File: src/rtl/regbank_pkg.sv
// rtl/regbank_pkg.sv - shared widths, types and helpers for the regbank_v4 register file
package regbank_pkg;

  localparam int DATA_W   = 32;
  localparam int ADDR_W   = 5;
  localparam int NUM_REGS = 32;

  typedef logic [ADDR_W-1:0] reg_addr_t;
  typedef logic [DATA_W-1:0] reg_data_t;

  // True when a read address targets the register being written this cycle
  function automatic logic bypass_hit(input logic wr, input reg_addr_t rd_addr,
                                      input reg_addr_t wr_addr);
    return wr && (rd_addr == wr_addr);
  endfunction

endpackage

File: src/rtl/regbank_rd_port.sv
// rtl/regbank_rd_port.sv - one combinational read port; WR_BYPASS_EN adds write-data forwarding
module regbank_rd_port
  import regbank_pkg::*;
(
  input  logic [DATA_W-1:0] regs_i [NUM_REGS],
  input  logic [ADDR_W-1:0] addr_i,
  input  logic              rst_n_i,
  input  logic              wr_i,
  input  logic [ADDR_W-1:0] dr_i,
  input  logic [DATA_W-1:0] wr_data_i,
  output logic [DATA_W-1:0] rd_data_o
);

  logic [DATA_W-1:0] stored;

  assign stored = regs_i[addr_i];

`ifdef WR_BYPASS_EN
  always_comb begin
    rd_data_o = '0;
    if (rst_n_i) begin
      rd_data_o = bypass_hit(wr_i, addr_i, dr_i) ? wr_data_i : stored;
    end
  end
`else
  logic unused_bypass;
  assign unused_bypass = ^{wr_i, dr_i, wr_data_i};

  // Storage is already cleared during reset; the gate also covers the reset-assert instant
  always_comb begin
    rd_data_o = '0;
    if (rst_n_i) begin
      rd_data_o = stored;
    end
  end
`endif

endmodule

File: src/rtl/regbank_v4.sv
// rtl/regbank_v4.sv - 32x32 register bank, two async read ports, one sync write port (option: WR_BYPASS_EN)
module regbank_v4
  import regbank_pkg::*;
(
  output logic [DATA_W-1:0] rdData1,
  output logic [DATA_W-1:0] rdData2,
  input  logic [DATA_W-1:0] wrData,
  input  logic [ADDR_W-1:0] sr1,
  input  logic [ADDR_W-1:0] sr2,
  input  logic [ADDR_W-1:0] dr,
  input  logic              wr,
  input  logic              clk,
  input  logic              rst
);

  logic [DATA_W-1:0] regs_q [NUM_REGS];
  logic [DATA_W-1:0] regs_d [NUM_REGS];

  always_comb begin
    regs_d = regs_q;
    if (wr) begin
      regs_d[dr] = wrData;
    end
  end

  // Reset is asynchronous and dominates any write landing on the same edge
  always_ff @(posedge clk or negedge rst) begin
    if (!rst) begin
      for (int i = 0; i < NUM_REGS; i++) begin
        regs_q[i] <= '0;
      end
    end else begin
      regs_q <= regs_d;
    end
  end

  regbank_rd_port u_rd_port1 (
    .regs_i    (regs_q),
    .addr_i    (sr1),
    .rst_n_i   (rst),
    .wr_i      (wr),
    .dr_i      (dr),
    .wr_data_i (wrData),
    .rd_data_o (rdData1)
  );

  regbank_rd_port u_rd_port2 (
    .regs_i    (regs_q),
    .addr_i    (sr2),
    .rst_n_i   (rst),
    .wr_i      (wr),
    .dr_i      (dr),
    .wr_data_i (wrData),
    .rd_data_o (rdData2)
  );

endmodule

File: config.mk
export PLATFORM = sky130hd
export DESIGN_NAME = regbank_v4
export DESIGN_NICKNAME = d
export VERILOG_FILES = /design/src/rtl/regbank_pkg.sv /design/src/rtl/regbank_rd_port.sv /design/src/rtl/regbank_v4.sv
export SDC_FILE = /design/constraint.sdc
export NUM_CORES = 2
export LEC_CHECK = 0
export CAP_MARGIN = 40
export CORE_MARGIN = 5
export CORE_UTILIZATION = 40
export CTS_BUF_LIST = sky130_fd_sc_hd__clkbuf_8
export CTS_CLUSTER_DIAMETER = 120
export DETAILED_ROUTE_END_ITERATION = 16
export GPL_TIMING_DRIVEN = 0
export PLACE_DENSITY = 0.59
export REMOVE_ABC_BUFFERS = 1
export SYNTH_ARGS = -nofsm -noshare
export SYNTH_HDL_FRONTEND = slang
export SYNTH_SLANG_ARGS = --single-unit
File: constraint.sdc
create_clock -name clk -period 5.2 [get_ports clk]
set_clock_uncertainty 0.15 [all_clocks]
set_input_delay 1.04 -clock clk [delete_from_list [all_inputs] [get_ports clk]]
set_output_delay 1.04 -clock clk [all_outputs]
set_load 0.1 [all_outputs]
==> flow_summary.ini <==
[status]
status = finished clean

[setup_path]
crit_type = input pin to primary output
path_max_fanout = 20
reg2reg_slack_ns = 4.23
slowest_stage = clkdlybuf4s50_1
crit_path_end_kind = primary output
critical-path-max-stage-delay_ns = 0.60
cp.arrival_ns = 3.99
timing.rr.end = regs_q[25]
required_ns = 4.01
cp-start-kind = input pin
crit_chain = buf_4 -> buf_12 -> nor2b_4 -> buf_16 -> buf_16 -> a22oi_1 -> a31oi_1 -> clkdlybuf4s50_1 -> buf_8
cpMostUsedCell = buf_16
rr_worst_depth = 1
timing.rr.start = regs_q[25]

[yosys]
synthMuxAreaShare_pct = 44.7
synth_cells = 3542
synth_area_leaders = dfrtp_1 47%, mux2_2 24%, mux4_2 19%
ys_seq_area_share_pct = 47.0
ys_seq_elements = 1024
netlist.area_leader.share_pct = 47.0
synth_fa_ha_area_share_pct = 0
synth.cell_area_mm2 = 0.0545
yosysWarnings = 0
netlist-cell-type-count = 35
synth_top_family_by_area = multiplexers
yosysTopAreaCell = dfrtp_1
synth_xor_area_share_pct = 0
yosys.area_share.simple_pct = 0.795
synth_compound_area_share_pct = 4.13
syn_avg_cell_area_um2 = 15.4

[clock_network]
root_buffer = clkbuf_8
path_clk_slew_ns = 0.06
clk_latency_ns = 0.88
clockBufferDepth = 3
cts_tree = yes
cts_max_level = 4
clkSinkCount = 1024
numCtsBuffers = 178

[layout]
largest_reg_flops = 1024
reg.largest.list = regs_q (1024)
nNetsFinal = 3724
area_growth_pct = 19.2
top_register = regs_q
drive_above_1_share_pct = 56.8

[floorplan]
die_area_mm2 = 0.144
ios = 114
start_util_pct = 40.2
core_mm2 = 0.135
die_width_um = 379
num_rows = 135
die_y_um = 379

[placement]
dp_hpwl_mm = 104
portBuffers = 113
gp_congestion = 0.738

[flow_run]
cap_violations = 0

[power_and_ir_drop]
combPwrFrac_pct = 23.0
total_power_mw = 23.8
p_clk_share_pct = 32.1
switchingPower_mw = 6.80
p_leak_nw = 27.9
p_int_mw = 17.0
switching_share_pct = 28.6
p_seq_share_pct = 44.9
p_per_area_mw_per_mm2 = 366
ir_drop_uv = 249

[timing]
rsz0062_at_grt = false
finalCriticalPeriod_ns = 5.18
tns_ns = 0
setup_viol = 0
timing.fmax_ghz = 0.193
finalCritPeriodShare_pct = 99.7
hold_violations = 0
final_max_slew_viol_count = 0
worst-slew-pin-transition_ns = 0.971
slew_headroom_pct = 35.0

[drt]
drc = 0
drt_wl_total_mm = 181
wl_per_cell_um = 32.4
drtIter0Drc = 3263
postRouteAntennaNets = 0
vias = 35400
drt-vias-per-instance = 6.34
firstDrtPassIters = 5

[global_routing]
grt_use_total_pct = 25.3
antenna_found_initial = 6
gr-total-overflow = 0
grt_pass1_wl_mm = 264
grt_max_degree = 139
first_global_vias = 36800

[hold_path]
min_path_type = input pin to async pin
-- kinds of logic after synthesis --
| family | Yosys count |
|---|---|
| AOI/OAI and AO/OA | 306 |
| DFF | 1024 |
| and+or+nand+nor | 93 |
| muxes | 1728 |
| buffers and inverters | 391 |
-- final cells by class --
class | count | area, um^2
antenna | 5 | 12.5
clock buffer | 238 | 3280
clock inverter | 65 | 348
fill | 11700 | 70500
inverter | 2 | 38.8
multi-input combinational | 2128 | 27500
sequential | 1024 | 25600
tap | 1781 | 2230
timing repair buffer | 339 | 5930
timing repair inverter | 1 | 8.76
-- critical path, delay by kind of cell --
kind | cells | cell delay, ns
compound gates | 2 | 0.55
simple gates | 1 | 0.47
buf+inv | 6 | 1.87
-- metrics by stage --
step           std cells  hold slack, ns  instance area (um^2)  setup slack, ns  util, %
6_report            5583           0.115                 64900           0.0155     47.9
5_1_grt             5581           0.105                 64900          0.00255     47.9
4_1_cts             5573          0.0525                 64800          0.00656     47.9
3_5_place_dp        5236           0.361                 60100           -0.950     44.3
3_3_place_gp        5047           0.350                 56000           -49.81     41.4
2_1_floorplan       3153           0.341                 52700          -0.0467        -
-- synth_stat cells --
master and instances:
buf_1 55, nand3b_1 4, clkbuf_4 1, nand3_1 2, a22oi_1 64, inv_2 1
mux2i_1 128, and3b_1 1, and2_1 2, clkbuf_1 185, mux2_2 1152, nor3_1 1
mux4_2 448, o21ai_1 12, nand2_1 45, o2111ai_1 14, nor2b_4 1, dfrtp_1 1024
buf_4 27, nor2_2 1, or3b_2 1, and3_1 1, a31oi_1 64, inv_1 1
o221ai_1 64, buf_8 2, a221oi_1 50, nor2_1 22, buf_6 13, nor2b_1 3
nand2b_1 2, or2_2 3, buf_2 106, nor3b_1 4, o21ai_0 38
-- routing by layer --
layer | routed length [um] | GRT usage, % | vias up | share of wire [%]
met1 | 78500 | 36.0 | 19400 | 43
met2 | 83700 | 39.2 | 1496 | 46
met3 | 13800 | 5.64 | 305 | 7.6
met5 | 0 | 0 | - | 0
met4 | 4780 | 7.36 | 0 | 2.6
li1 | - | - | 14200 | -
-- cell usage in the layout (no fill, tap or decap), drive strengths merged --
cell,instances
nand2,45
nor2,23
o2111ai,14
bufinv,4
or3b,1
diode,5
mux2,1152
and3b,1
and2,2
a31oi,64
mux2i,128
clkinvlp,2
nor3b,4
nand3b,4
o21ai,50
clkinv,10
and3,1
a221oi,50
nor2b,4
buf,209
o221ai,64
bufbuf,23
nand3,2
or2,3
mux4,448
clkdlybuf4s50,102
a22oi,64
nor3,1
clkdlybuf4s15,1
clkbuf,241
dfrtp,1024
nand2b,3
dlygate4sd3,1
inv,52
-- power by group through the flow --
stage	registers (mW)	logic [mW]	clock network, mW
after detailed placement	10.8	5.29	0
after global placement	10.8	5.60	0
after global routing	10.8	5.83	8.16
after CTS	10.6	5.47	7.79
after floorplan	10.4	3.74	0
final	10.7	5.46	7.62
-- how the worst max path moves through the flow --
stage | to | from
finish | rdData1[21] | sr1[3]
global route | rdData1[12] | sr1[0]
CTS | rdData2[6] | sr2[0]
detailed placement | rdData2[12] | sr2[0]
global placement | rdData2[8] | rst
floorplan | rdData1[0] | sr1[0]
-- what timing repair did --
item,CTS,global route
cloned,29,2
setup endpoints to repair,64,23
gates resized for setup,42,5
hold buffers,1,0
hold endpoints to repair,17,0
setup buffers,4,2
No activity file was read; power rests on OpenSTA's default activity.
